===== src/rtl/t05_cb_pkg.sv =====
// t05_cb_pkg: state encoding and tag helpers shared by
// the stack-based Huffman codebook generator.
package t05_cb_pkg;

  typedef enum logic [2:0] {
    S_IDLE,
    S_FETCH,
    S_WAIT_RD,
    S_VISIT,
    S_EMIT,
    S_POP,
    S_DONE,
    S_ERROR
  } cb_state_t;

  // NULL child tag: top two bits set, rest zero
  function automatic logic [31:0] tag_null(input int char_w);
    return 32'h3 << (char_w - 1);
  endfunction

  // A tag whose top bit is clear carries a char
  function automatic logic tag_is_char(
    input logic [31:0] tag,
    input int          char_w
  );
    return !tag[char_w];
  endfunction

  // Child node index of a sum tag
  function automatic logic [31:0] tag_idx(
    input logic [31:0] tag,
    input int          idx_w
  );
    return tag & ((32'h1 << idx_w) - 32'h1);
  endfunction

endpackage


===== src/rtl/t05_cb_stack_synth_if.sv =====
// t05_cb_stack_synth_if: node-read request/response and
// codeword valid/ready stream of the codebook generator.
interface t05_cb_stack_synth_if #(
  parameter int CHAR_W       = 8,
  parameter int ADDR_W       = 8,
  parameter int MAX_CODE_LEN = 16
) ();
  localparam int TAG_W = CHAR_W + 1;
  localparam int LEN_W = $clog2(MAX_CODE_LEN + 1);

  logic                    rd_req;
  logic [ADDR_W-1:0]       rd_addr;
  logic                    rd_valid;
  logic [2*TAG_W-1:0]      rd_data;
  logic                    cw_valid;
  logic                    cw_ready;
  logic [CHAR_W-1:0]       cw_char;
  logic [MAX_CODE_LEN-1:0] cw_code;
  logic [LEN_W-1:0]        cw_len;

  modport master (
    output rd_req, rd_addr,
    input  rd_valid, rd_data,
    output cw_valid, cw_char, cw_code, cw_len,
    input  cw_ready
  );

  modport slave (
    input  rd_req, rd_addr,
    output rd_valid, rd_data,
    input  cw_valid, cw_char, cw_code, cw_len,
    output cw_ready
  );
endinterface


===== src/rtl/t05_cb_lifo.sv =====
// t05_cb_lifo: synchronous stack of pending right branches;
// rdata always shows the top entry.
module t05_cb_lifo #(
  parameter int W     = 8,
  parameter int DEPTH = 16
) (
  input  logic         clk,
  input  logic         rst,
  input  logic         en,
  input  logic         clr,
  input  logic         push,
  input  logic         pop,
  input  logic [W-1:0] wdata,
  output logic [W-1:0] rdata,
  output logic         full,
  output logic         empty
);
  localparam int PTR_W = (DEPTH > 1) ? $clog2(DEPTH) : 1;
  localparam int CNT_W = $clog2(DEPTH + 1);

  logic [W-1:0]     mem_q [DEPTH];
  logic [W-1:0]     mem_d [DEPTH];
  logic [CNT_W-1:0] cnt_q, cnt_d;
  logic [CNT_W-1:0] top;

  assign full  = (cnt_q == CNT_W'(DEPTH));
  assign empty = (cnt_q == '0);
  assign top   = cnt_q - CNT_W'(1);
  assign rdata = mem_q[top[PTR_W-1:0]];

  // clear beats push beats pop; overflow/underflow ignored
  always_comb begin
    mem_d = mem_q;
    cnt_d = cnt_q;
    if (clr) begin
      cnt_d = '0;
    end else if (push && !full) begin
      mem_d[cnt_q[PTR_W-1:0]] = wdata;
      cnt_d = cnt_q + CNT_W'(1);
    end else if (pop && !empty) begin
      cnt_d = top;
    end
  end

  // storage and depth, frozen while en is low
  always_ff @(posedge clk) begin
    if (!rst) begin
      cnt_q <= '0;
      mem_q <= '{default: '0};
    end else if (en) begin
      cnt_q <= cnt_d;
      mem_q <= mem_d;
    end
  end

endmodule


===== src/rtl/t05_cb_stack_synth.sv =====
// t05_cb_stack_synth: depth-first Huffman tree walk that
// streams {char, code, len} per leaf, pre-order left-first.
module t05_cb_stack_synth
  import t05_cb_pkg::*;
#(
  parameter int CHAR_W       = 8,
  parameter int NODE_IDX_W   = 7,
  parameter int ADDR_W       = 8,
  parameter int ADDR_SHIFT   = 1,
  parameter int MAX_CODE_LEN = 16
) (
  input  logic                  clk,
  input  logic                  rst,
  input  logic                  en,
  input  logic                  start,
  input  logic                  abort,
  input  logic [NODE_IDX_W-1:0] root_idx,
  output logic                  busy,
  output logic                  done,
  output logic                  error,
  output logic [CHAR_W:0]       num_codes,
  t05_cb_stack_synth_if.master  cb
);
  localparam int TAG_W = CHAR_W + 1;
  localparam int LEN_W = $clog2(MAX_CODE_LEN + 1);
  localparam int ENT_W = TAG_W + MAX_CODE_LEN + LEN_W;
  localparam logic [TAG_W-1:0] NULL_TAG =
    TAG_W'(tag_null(CHAR_W));
  localparam logic [LEN_W:0] MAX_LEN =
    (LEN_W+1)'(MAX_CODE_LEN);

  cb_state_t state_q, state_d;

  logic [NODE_IDX_W-1:0]   node_q, node_d;
  logic [MAX_CODE_LEN-1:0] code_q, code_d;
  logic [LEN_W-1:0]        len_q, len_d;
  logic [TAG_W-1:0]        ltag_q, ltag_d;
  logic [TAG_W-1:0]        rtag_q, rtag_d;
  logic [CHAR_W-1:0]       cw_char_q, cw_char_d;
  logic [MAX_CODE_LEN-1:0] cw_code_q, cw_code_d;
  logic [LEN_W-1:0]        cw_len_q, cw_len_d;
  logic [CHAR_W:0]         num_q, num_d;

  logic             st_push, st_pop, st_clr;
  logic             st_full, st_empty;
  logic [ENT_W-1:0] st_wdata, st_rdata;

  logic [LEN_W:0]          nlen;
  logic [MAX_CODE_LEN-1:0] code_sh;
  logic                    l_null, r_null, l_char;
  logic [TAG_W-1:0]        p_tag;
  logic [MAX_CODE_LEN-1:0] p_code;
  logic [LEN_W-1:0]        p_len;
  logic                    p_char;

  assign nlen    = {1'b0, len_q} + (LEN_W+1)'(1);
  assign code_sh = code_q << 1;
  assign l_null  = (ltag_q == NULL_TAG);
  assign r_null  = (rtag_q == NULL_TAG);
  assign l_char  = tag_is_char(32'(ltag_q), CHAR_W);

  assign p_tag  = st_rdata[ENT_W-1 -: TAG_W];
  assign p_code = st_rdata[LEN_W +: MAX_CODE_LEN];
  assign p_len  = st_rdata[LEN_W-1:0];
  assign p_char = tag_is_char(32'(p_tag), CHAR_W);

  assign st_wdata = {rtag_q, code_sh | MAX_CODE_LEN'(1),
                     nlen[LEN_W-1:0]};

  t05_cb_lifo #(
    .W    (ENT_W),
    .DEPTH(MAX_CODE_LEN)
  ) u_lifo (
    .clk  (clk),
    .rst  (rst),
    .en   (en),
    .clr  (st_clr),
    .push (st_push),
    .pop  (st_pop),
    .wdata(st_wdata),
    .rdata(st_rdata),
    .full (st_full),
    .empty(st_empty)
  );

  assign cb.rd_req   = (state_q inside {S_FETCH, S_WAIT_RD});
  assign cb.rd_addr  = cb.rd_req ?
    ADDR_W'(ADDR_W'(node_q) << ADDR_SHIFT) : '0;
  assign cb.cw_valid = (state_q == S_EMIT);
  assign cb.cw_char  = cw_char_q;
  assign cb.cw_code  = cw_code_q;
  assign cb.cw_len   = cw_len_q;

  assign busy  = !(state_q inside {S_IDLE, S_DONE, S_ERROR});
  assign done  = (state_q == S_DONE);
  assign error = (state_q == S_ERROR);
  assign num_codes = num_q;

  // traversal next-state, stack control and codeword load
  always_comb begin
    state_d   = state_q;
    node_d    = node_q;
    code_d    = code_q;
    len_d     = len_q;
    ltag_d    = ltag_q;
    rtag_d    = rtag_q;
    cw_char_d = cw_char_q;
    cw_code_d = cw_code_q;
    cw_len_d  = cw_len_q;
    num_d     = num_q;
    st_push   = 1'b0;
    st_pop    = 1'b0;
    st_clr    = 1'b0;
    if (abort) begin
      state_d = S_IDLE;
      st_clr  = 1'b1;
    end else begin
      unique case (state_q)
        S_IDLE, S_DONE, S_ERROR: begin
          if (start) begin
            st_clr  = 1'b1;
            num_d   = '0;
            code_d  = '0;
            len_d   = '0;
            node_d  = root_idx;
            state_d = S_FETCH;
          end
        end
        S_FETCH: state_d = S_WAIT_RD;
        S_WAIT_RD: begin
          if (cb.rd_valid) begin
            ltag_d  = cb.rd_data[2*TAG_W-1:TAG_W];
            rtag_d  = cb.rd_data[TAG_W-1:0];
            state_d = S_VISIT;
          end
        end
        S_VISIT: begin
          if (nlen > MAX_LEN) begin
            state_d = S_ERROR;
          end else if (l_null && r_null) begin
            state_d = S_POP;
          end else if (!r_null && st_full) begin
            state_d = S_ERROR;
          end else begin
            st_push = !r_null;
            if (l_null) begin
              state_d = S_POP;
            end else if (!l_char) begin
              code_d  = code_sh;
              len_d   = nlen[LEN_W-1:0];
              node_d  = NODE_IDX_W'(tag_idx(32'(ltag_q),
                                            NODE_IDX_W));
              state_d = S_FETCH;
            end else begin
              cw_char_d = ltag_q[CHAR_W-1:0];
              cw_code_d = code_sh;
              cw_len_d  = nlen[LEN_W-1:0];
              state_d   = S_EMIT;
            end
          end
        end
        S_EMIT: begin
          if (cb.cw_ready) begin
            num_d   = num_q + (CHAR_W+1)'(1);
            state_d = S_POP;
          end
        end
        S_POP: begin
          if (st_empty) begin
            state_d = S_DONE;
          end else begin
            st_pop = 1'b1;
            if (p_char) begin
              cw_char_d = p_tag[CHAR_W-1:0];
              cw_code_d = p_code;
              cw_len_d  = p_len;
              state_d   = S_EMIT;
            end else begin
              code_d  = p_code;
              len_d   = p_len;
              node_d  = NODE_IDX_W'(tag_idx(32'(p_tag),
                                            NODE_IDX_W));
              state_d = S_FETCH;
            end
          end
        end
        default: state_d = S_IDLE;
      endcase
    end
  end

  // state and datapath registers, frozen while en is low
  always_ff @(posedge clk) begin
    if (!rst) begin
      state_q   <= S_IDLE;
      node_q    <= '0;
      code_q    <= '0;
      len_q     <= '0;
      ltag_q    <= '0;
      rtag_q    <= '0;
      cw_char_q <= '0;
      cw_code_q <= '0;
      cw_len_q  <= '0;
      num_q     <= '0;
    end else if (en) begin
      state_q   <= state_d;
      node_q    <= node_d;
      code_q    <= code_d;
      len_q     <= len_d;
      ltag_q    <= ltag_d;
      rtag_q    <= rtag_d;
      cw_char_q <= cw_char_d;
      cw_code_q <= cw_code_d;
      cw_len_q  <= cw_len_d;
      num_q     <= num_d;
    end
  end

endmodule


===== src/flat_wrapper.sv =====
// flat-port wrapper written by rule: the top's interface ports become plain ports
module t05_cb_stack_synth_flat import t05_cb_pkg::*;
#(
  parameter int CHAR_W       = 8,
  parameter int NODE_IDX_W   = 7,
  parameter int ADDR_W       = 8,
  parameter int ADDR_SHIFT   = 1,
  parameter int MAX_CODE_LEN = 16
)
  (clk, rst, en, start, abort, root_idx, busy, done, error, num_codes, cb_rd_req, cb_rd_addr, cb_rd_valid, cb_rd_data, cb_cw_valid, cb_cw_char, cb_cw_code, cb_cw_len, cb_cw_ready);
  t05_cb_stack_synth_if #(.CHAR_W(CHAR_W), .ADDR_W(ADDR_W), .MAX_CODE_LEN(MAX_CODE_LEN)) cb_i ();
  input  logic clk;
  input  logic rst;
  input  logic en;
  input  logic start;
  input  logic abort;
  input  logic [NODE_IDX_W-1:0] root_idx;
  output logic busy;
  output logic done;
  output logic error;
  output logic [CHAR_W:0] num_codes;
  output wire logic [$bits(cb_i.rd_req)-1:0] cb_rd_req;
  output wire logic [$bits(cb_i.rd_addr)-1:0] cb_rd_addr;
  input wire logic [$bits(cb_i.rd_valid)-1:0] cb_rd_valid;
  input wire logic [$bits(cb_i.rd_data)-1:0] cb_rd_data;
  output wire logic [$bits(cb_i.cw_valid)-1:0] cb_cw_valid;
  output wire logic [$bits(cb_i.cw_char)-1:0] cb_cw_char;
  output wire logic [$bits(cb_i.cw_code)-1:0] cb_cw_code;
  output wire logic [$bits(cb_i.cw_len)-1:0] cb_cw_len;
  input wire logic [$bits(cb_i.cw_ready)-1:0] cb_cw_ready;
  assign cb_rd_req = cb_i.rd_req;
  assign cb_rd_addr = cb_i.rd_addr;
  assign cb_i.rd_valid = cb_rd_valid;
  assign cb_i.rd_data = cb_rd_data;
  assign cb_cw_valid = cb_i.cw_valid;
  assign cb_cw_char = cb_i.cw_char;
  assign cb_cw_code = cb_i.cw_code;
  assign cb_cw_len = cb_i.cw_len;
  assign cb_i.cw_ready = cb_cw_ready;
  t05_cb_stack_synth #(.CHAR_W(CHAR_W), .NODE_IDX_W(NODE_IDX_W), .ADDR_W(ADDR_W), .ADDR_SHIFT(ADDR_SHIFT), .MAX_CODE_LEN(MAX_CODE_LEN)) u_core (.clk(clk), .rst(rst), .en(en), .start(start), .abort(abort), .root_idx(root_idx), .busy(busy), .done(done), .error(error), .num_codes(num_codes), .cb(cb_i));
endmodule

===== config.mk =====
export PLATFORM = sky130hd
export DESIGN_NAME = t05_cb_stack_synth_flat
export DESIGN_NICKNAME = d
export VERILOG_FILES = /design/src/rtl/t05_cb_pkg.sv /design/src/rtl/t05_cb_stack_synth_if.sv /design/src/rtl/t05_cb_lifo.sv /design/src/rtl/t05_cb_stack_synth.sv /design/src/flat_wrapper.sv
export SDC_FILE = /design/constraint.sdc
export NUM_CORES = 1
export LEC_CHECK = 0
export BUFFER_PORTS_ARGS = -buffer_cell sky130_fd_sc_hd__buf_4
export CAP_MARGIN = 20
export CORE_UTILIZATION = 55
export CTS_CLUSTER_DIAMETER = 80
export DETAILED_ROUTE_END_ITERATION = 7
export PLACE_DENSITY = 0.69
export SLEW_MARGIN = 20
export SYNTH_ARGS = -nofsm -noshare
export SYNTH_HDL_FRONTEND = slang
export SYNTH_HIERARCHICAL = 1
export SYNTH_SLANG_ARGS = --single-unit

===== constraint.sdc =====
create_clock -name clk -period 9.2 [get_ports clk]
set_clock_uncertainty 0.2 [all_clocks]
set_input_delay 0.92 -clock clk [delete_from_list [all_inputs] [get_ports clk]]
set_output_delay 0.92 -clock clk [all_outputs]
set_load 0.005 [all_outputs]

After elaboration in Yosys (flattened, before gate mapping):

Index checks and enable logic that the tools add are counted.

* register bits: 571
* input port bits: 32

* $add $sub $neg: 4
* order comparisons: 4
* eq/ne operators: 24
* mux-type cells: 87
* bitwise logic cells: 4
* reductions and logical operators: 25

Operators by type and width (number)
* bitwise mux 480 bit: 1
* binary-select mux 30 bit (select 4 bit): 1
* demux 30 bit (select 4 bit): 1
* two-way mux 15 bit: 8
* two-way mux 16 bit: 7
* two-way mux 30 bit: 3
* two-way mux 5 bit: 18
* two-way mux 8 bit: 8
* two-way mux 7 bit: 8
* one-hot mux 15 bit (3 select lines): 1
* two-way mux 3 bit: 11
* one-hot mux 16 bit (2 select lines): 1
* one-hot mux 7 bit (3 select lines): 1
* == test 9 bit, second input constant: 2
* two-way mux 9 bit: 2
* one-hot mux 3 bit (6 select lines): 1
* one-hot mux 9 bit (2 select lines): 1
* != test 2 bit, second input constant: 8
* one-hot mux 8 bit (2 select lines): 1
* one-hot mux 5 bit (3 select lines): 1
* == test 3 bit, second input constant: 4
* two-way mux 1 bit: 11
* AND reduction 11 bit: 1
* >= comparator 5 bit, second input constant: 2
* 27 further kinds: 45

Logic depth before layout (Yosys ltp):

Gate-level depths: netlist of run 1.

* depth after elaboration: 11
* gate-level depth with buffers: 16
* mapped depth without buffers: 12

Modules after synthesis:

Netlist of run 1, hierarchy kept.

By module, submodules not included
* t05_cb_lifo: instances 1, cells an instance 2425, area an instance 20738.6 um^2
* t05_cb_stack_synth: instances 1, cells an instance 539, area an instance 4411.7 um^2

Worst setup path after synthesis of run 1:

No wires, ideal clock.

* path type: register to register
* start point: register u_core.u_lifo.cnt_q[0]
* end point: register u_core.cw_code_q[0] (netlist: u_core/cb.cw_code[0])
* library setup time: 72 ps
* arrival time: 3803 ps
* setup slack: 5125 ps
* cell stages (with the launch flop): 16
* clock period less this slack: 4075 ps
* cell sequence: dfxtp_1 > buf_6 > buf_12 > buf_12 > inv_2 > ha_1 > clkbuf_1 > clkbuf_1 > mux4_2 > mux4_2 > or4_4 > a21oi_4 > o211a_1 > buf_6 > buf_8 > mux2i_1

RTL lines
* start: declaration: RTL line t05_cb_lifo.sv:23 `logic [CNT_W-1:0] cnt_q, cnt_d;`
* start signal: assignment: RTL line t05_cb_lifo.sv:51 `cnt_q <= cnt_d;`
* subtractor 5 x 1 -> 5 bit: RTL line t05_cb_lifo.sv:28 `assign top = cnt_q - CNT_W'(1);`
* NOT 4 -> 5 bit (implied by the code): RTL line t05_cb_lifo.sv:29 `assign rdata = mem_q[top[PTR_W-1:0]];`
* binary-select mux 30 bit (select 4 bit): RTL line t05_cb_lifo.sv:29
* two-way mux 30 bit (implied by the code) (2 in series): RTL line t05_cb_lifo.sv:29
* net u_core.st_rdata[29]: RTL line t05_cb_stack_synth.sv:46 `logic [ENT_W-1:0] st_wdata, st_rdata;`
* != test 2 bit (no line)
* AND reduction 10 bit (no line)
* end signal: assignment: RTL line t05_cb_stack_synth.sv:213 `cw_code_q <= cw_code_d;`
* end: declaration: RTL line t05_cb_stack_synth.sv:40 `logic [MAX_CODE_LEN-1:0] cw_code_q, cw_code_d;`

The timed path passes the listed nets, and every way through them passes these cells. The select of a mux whose other input is x is not followed.
A chain may end at the register's enable or synchronous reset.

Worst setup path after layout of run 1:

* start point: register u_core.u_lifo.cnt_q[0]
* end point: register u_core.cw_char_q[1] (netlist: u_core/cb.cw_char[1])

RTL lines
* subtractor 5 x 1 -> 5 bit: RTL line t05_cb_lifo.sv:28
* NOT 4 -> 5 bit (implied by the code): RTL line t05_cb_lifo.sv:29
* binary-select mux 30 bit (select 4 bit): RTL line t05_cb_lifo.sv:29
* two-way mux 30 bit (implied by the code) (2 in series): RTL line t05_cb_lifo.sv:29
* net u_core.st_rdata[29]: RTL line t05_cb_stack_synth.sv:46
* != test 2 bit (no line)
* AND reduction 10 bit (no line)
* end signal: assignment: RTL line t05_cb_stack_synth.sv:212 `cw_char_q <= cw_char_d;`
* end: declaration: RTL line t05_cb_stack_synth.sv:39 `logic [CHAR_W-1:0] cw_char_q, cw_char_d;`

The timed path passes the listed nets, and every way through them passes these cells. The select of a mux whose other input is x is not followed.

==> results of run 1 <==
## worst min path at each step
| stage | start | end | slack, ps | depth (start not counted) |
|---|---|---|---|---|
| 2_1_floorplan | u_core/u_lifo/mem_q[172] | u_core/u_lifo/mem_q[172] | 230 | 2 |
| 3_3_place_gp | u_core/u_lifo/mem_q[252] | u_core/u_lifo/mem_q[252] | 240 | 2 |
| 3_5_place_dp | u_core/u_lifo/mem_q[84] | u_core/u_lifo/mem_q[84] | 240 | 2 |
| 4_1_cts | u_core/u_lifo/mem_q[84] | u_core/u_lifo/mem_q[84] | 250 | 2 |
| 5_1_grt | u_core/u_lifo/mem_q[421] | u_core/u_lifo/mem_q[421] | 270 | 2 |
| 6_report | u_core/u_lifo/mem_q[71] | u_core/u_lifo/mem_q[71] | 250 | 2 |
## cell families (layout without fill, tap and decap cells)
group / after synthesis / in the layout / synth area share (%)
simple gates: 1249 / 1249 / 19.6
xor+xnor: 15 / 15 / 0.522
fa+ha+maj: 7 / 7 / 0.348
mux: 187 / 187 / 14.9
buf+inv: 317 / 260 / 5.48
flops: 571 / 571 / 45.5
other cells: 2 / 3 / 0.0299
compound gates: 616 / 616 / 13.6
## per-stage QoR
step                      power [mW]  hold WS (ps)  setup slack (ps)  util [%]
after detailed placement        2.73           243              3030      57.5
after floorplan                 2.68           232              5130         -
after global routing            5.20           267              2970      61.9
after global placement          2.72           238              3120      57.4
final                           5.06           250              3320      61.9
after CTS                       5.08           251              3030      61.8
## worst reg2reg max path, stage by stage, from the launching register on
cell     delay, ps
dfxtp_4        350
buf_12         290
buf_16         500
inv_2          200
ha_4          1060
mux4_2         430
mux4_2         530
or4_4          450
a21oi_4        670
o211a_2        860
o221a_1        300
## where the power goes
part / leakage, nW / internal [mW] / total, mW / switching [mW]
registers: 4.60 / 2.47 / 2.48 / 0.00532
clock network: 0.959 / 1.40 / 2.38 / 0.986
logic: 3.38 / 0.0662 / 0.197 / 0.131
## Yosys cell counts (16+ instances only)
cell type | n | area, um^2
dfxtp_1 | 571 | 11400
o211ai_1 | 21 | 158
buf_2 | 29 | 145
clkbuf_1 | 242 | 908
nor2_1 | 39 | 146
and2_1 | 16 | 100
a21oi_1 | 511 | 2560
mux4_2 | 148 | 3330
inv_1 | 23 | 86.3
o221a_1 | 24 | 270
o21ai_0 | 23 | 115
nand2_1 | 1113 | 4180
mux2i_1 | 36 | 360
nand3_1 | 22 | 110
## registers in the layout, summed over array words and instances, names as in the netlist, 7 cells and up
register and flops:
u_core/u_lifo/mem_q 480, u_core/cb.cw_code 16, u_core/code_q 15, u_core/ltag_q 9
u_core/num_codes 9, u_core/rtag_q 9, u_core/cb.cw_char 8, u_core/node_q 7
## cell type report
type | instances | area (um^2)
antenna | 1 | 2.50
clock buffer | 91 | 1770
clock inverter | 15 | 171
fill | 3778 | 17000
inverter | 26 | 105
multi-input combinational | 2076 | 12400
sequential | 571 | 11400
tap | 592 | 741
timing repair buffer | 128 | 1010
## layer usage
| metal | part of all wire (%) | vias up | GRT usage (%) | routed length (um) |
|---|---|---|---|---|
| li1 | - | 9798 | - | - |
| met1 | 39 | 10300 | 41.6 | 30000 |
| met2 | 47 | 1055 | 54.4 | 36700 |
| met3 | 9.2 | 277 | 6.29 | 7130 |
| met4 | 4.7 | 4 | 14.7 | 3630 |
| met5 | 0.036 | - | 0 | 28 |
==> flow_summary.yaml, run 1 <==
outcome:
  status: "completed"
detailed_routing:
  drt-total-wl_mm: 77.5
  post_drt_wl_per_cell_um: 22.2
  drt_iter0_markers: 2486
  drt_pass1_iterations: 6
  drc: 0
  via_per_inst: 6.13
  num_vias: 21500
  final_antenna_net_count: 0
die:
  fp.dieH_um: 216
  dieArea_um2: 46600
  placementRows: 77
  core_area_um2: 44700
  pin_count: 83
  fp.dieW_um: 216
  start_util_pct: 56.3
cts:
  cts_tree: "yes"
  post-cts-setup-buffer-count: 0
  numCtsBuffers: 58
  clk_pin_slew_ps: 60
  cts_resized: 0
  clkLatencyLatePin_ps: 630
  cts-hold-fix-buffers: 0
  clock_sinks: 571
  clock-root-buffer: "clkbuf_16"
  htreeDepth: 2
  cts_buffer_depth: 3
global_route:
  antenna_found_initial: 2
  grt_pass1_vias: 20200
  grt_pass1_wl_mm: 118
  grt_max_degree: 193
  grt_use_total_pct: 32.8
  overflow: 0
worst_setup_path:
  critPathCaptureType: "flop"
  crit_arrival_ps: 6250
  path_buf_inv: 3
  max_stage_delay_ps: 1060
  r2r_end: "u_core/cb.cw_char[1]"
  cp-startpoint: "u_core/u_lifo/cnt_q[0]"
  path_max_fanout: 86
  path_class: "flop to flop"
  cpLargestDelayFamily: "compound AO/OA/AOI/OAI gates"
  endpoint: "u_core/cb.cw_char[1]"
  reg2reg_depth: 10
  start_kind: "flop"
  cp_cell_sequence: "buf_12, buf_16, inv_2, ha_4, mux4_2, mux4_2, or4_4, a21oi_4, o211a_2, o221a_1"
  path_depth: 10
  critPathRequiredTime_ps: 9570
  critPathMostFrequentCell: "mux4_2"
  r2r_slack_ps: 3320
  slowest_stage: "ha_4"
  reg2reg_from: "u_core/u_lifo/cnt_q[0]"
layout:
  stdcell_count: 3500
  nets: 2900
  final_common_cell: "nand2_1"
  most-common-layout-cells: "1113 x nand2_1, 570 x dfxtp_1, 511 x a21oi_1"
  stdcell_area_um2: 27700
  syn_to_final_growth_pct: 9.99
  layout-drive-gt1-share_pct: 13.8
synthesis:
  synth_edf_count: 0
  synth_seq_cells: 571
  synth_async_sr_flop_share_pct: 0
  avgSynthCellArea_um2: 8.49
  ys_seq_area_share_pct: 45.5
  synth_area_um2: 25200
  syn_inst: 2964
  synthDistinctLibCells: 64
  synth.net_count: 3003
  ys_warn_count: 6
  ys.flop_type: "dfxtp_1"
sta:
  rsz0062_at_grt: "false"
  tightest_slew_ps: 1210
  finalSetupViolCount: 0
  fmax_mhz: 170
  drv_slew: 0
  fin_crit_sh_pct: 63.9
  hold_viol: 0
  post-route-min-period_ps: 5880
  tns_ps: 0
  relSlewSlack_pct: 19.4
worst_hold_path:
  min_path_type: "flop to flop"
pwr:
  cellPowerDensity_nw_per_um2: 183
  leakagePower_nw: 8.93
  irDropWorstVdd_mv: 0.169
placed_design:
  finalWeightedCongestion: 0.860
  port-buffer-count: 81
  dp_hpwl_mm: 44.6
  dp.cells: 3392
  dpl_cell_area_um2: 25700
flow_run:
  maxCapViolCount: 0
Power figures use the tool's default switching activity.
==> inputs of run 2 (changes only) <==
clock period = 6 ns   (was 9.2 ns; I/O delays follow)
==> flow_summary.yaml, run 2 (synthesized netlist as in run 1, its figures left out) <==
outcome:
  status: "completed"
die:
  fp.dieW_um: 216
  dieArea_um2: 46600
  pin_count: 83
  start_util_pct: 56.3
  placementRows: 77
  fp.dieH_um: 216
  core_area_um2: 44700
pwr:
  p_seq_share_pct: 50.3
  pwr-share-comb_pct: 3.9
  irDropWorstVdd_mv: 0.222
  leakagePower_nw: 8.90
  cellPowerDensity_nw_per_um2: 275
  clkPwrFrac_pct: 45.7
  swShare_pct: 22.4
  p_switching_mw: 1.70
  power_mw: 7.56
  internal_power_mw: 5.87
layout:
  fillers: 3808
  final_common_cell: "nand2_1"
  most-common-layout-cells: "1113 x nand2_1, 570 x dfxtp_1, 511 x a21oi_1"
  stdcell_area_um2: 27500
  layout-drive-gt1-share_pct: 13.8
  largest_reg_flops: 480
  multiInputGateArea_um2: 12400
  final_util_pct: 61.6
  syn_to_final_growth_pct: 9.51
  regMostFlops: "u_core/u_lifo/mem_q"
  regArea_um2: 11400
  nets: 2904
cts:
  cts_tree: "yes"
  numCtsBuffers: 57
  clock_sinks: 571
  cts-hold-fix-buffers: 0
  post-cts-setup-buffer-count: 0
  cts_resized: 0
  clk_pin_slew_ps: 60
  clkLatencyLatePin_ps: 630
  cts_buffer_depth: 3
  clock-root-buffer: "clkbuf_16"
  htreeDepth: 2
worst_setup_path:
  slowest_stage: "dfxtp_4"
  critPathCaptureType: "flop"
  cpLargestDelayFamily: "buffers and inverters"
  reg2reg_from: "u_core/u_lifo/cnt_q[0]"
  path_buf_inv: 3
  reg2reg_depth: 10
  start_kind: "flop"
  cp_cell_sequence: "inv_2, ha_4, mux4_2, mux4_2, or4_4, a21oi_4, buf_4, o211a_1, buf_4, o221a_1"
  path_class: "flop to flop"
  path_max_fanout: 30
  critPathRequiredTime_ps: 6350
  crit_arrival_ps: 4860
  endpoint: "u_core/cb.cw_char[2]"
  cp-startpoint: "u_core/u_lifo/cnt_q[0]"
  r2r_end: "u_core/cb.cw_char[2]"
  max_stage_delay_ps: 740
  r2r_slack_ps: 1490
  path_depth: 10
global_route:
  met3_usage_pct: 5.76
  grt_pass1_vias: 20600
  met2_usage_pct: 55.2
  grt_max_degree: 192
  grt_use_total_pct: 33.4
  overflow: 0
  grt_pass1_wl_mm: 120
  antenna_found_initial: 3
  busiest_layer: "met2"
  grt_util_met1_pct: 42.5
detailed_routing:
  post_drt_wl_per_cell_um: 22.5
  via_per_inst: 6.16
  drc: 0
  final_antenna_net_count: 0
  drt_iter0_markers: 2238
  drt_pass1_iterations: 8
  drt-total-wl_mm: 78.6
  num_vias: 21600
sta:
  relSlewSlack_pct: 28.1
  post-route-min-period_ps: 4510
  drv_slew: 0
  tns_ps: 0
  hold_viol: 0
  fmax_mhz: 222
  finalSetupViolCount: 0
  fin_crit_sh_pct: 75.1
  tightest_slew_ps: 1080
  rsz0062_at_grt: "false"
  hold_ws_ps: 37.3
placed_design:
  dpl_cell_area_um2: 25700
  dp_hpwl_mm: 44.9
  finalWeightedCongestion: 0.855
  port-buffer-count: 81
worst_hold_path:
  min_path_type: "input port to flop"
flow_run:
  maxCapViolCount: 0
## run 2: worst min-delay path by stage
stage,from,cells past startpoint,to
after global placement,u_core/u_lifo/mem_q[233],2,u_core/u_lifo/mem_q[233]
after detailed placement,u_core/u_lifo/mem_q[446],2,u_core/u_lifo/mem_q[446]
after floorplan,u_core/u_lifo/mem_q[172],2,u_core/u_lifo/mem_q[172]
final,cb_rd_data[15],3,u_core/ltag_q[6]
after CTS,cb_rd_data[4],3,u_core/rtag_q[4]
after global routing,cb_rd_data[15],3,u_core/ltag_q[6]
## run 2: layer usage
metal	routed length, um	up-vias
li1	-	9785
met1	29800	10300
met2	37000	1190
met3	7970	287
met4	3790	2
met5	13	-
## run 2: tightest hold or removal path: stages
cell and delay, ps:
buf_4 110, nand2_1 50, a21oi_1 50
## run 2: area by class of cell
cell class | instances | share of cell area (%)
Antenna cell | 2 | 0.0182
Clock buffer | 89 | 6.31
Inverter | 26 | 0.382
Multi-Input combinational cell | 2076 | 45.1
Tap cell | 592 | 2.69
Sequential cell | 571 | 41.5
Clock inverter | 10 | 0.236
Timing Repair Buffer | 133 | 3.72
## run 2: power groups by stage
stage / Sequential, mW / Combinational, mW / Clock, mW
finish: 3.81 / 0.297 / 3.46
global route: 3.81 / 0.311 / 3.66
CTS: 3.81 / 0.292 / 3.49
detailed placement: 3.89 / 0.292 / 0
global placement: 3.89 / 0.290 / 0
floorplan: 3.88 / 0.225 / 0
## run 2: metrics by stage
step,cells,setup WS [ps]
floorplan,2964,1930
global route,3497,1310
finish,3499,1490
CTS,3497,1470
global placement,3398,1530
detailed placement,3398,1490
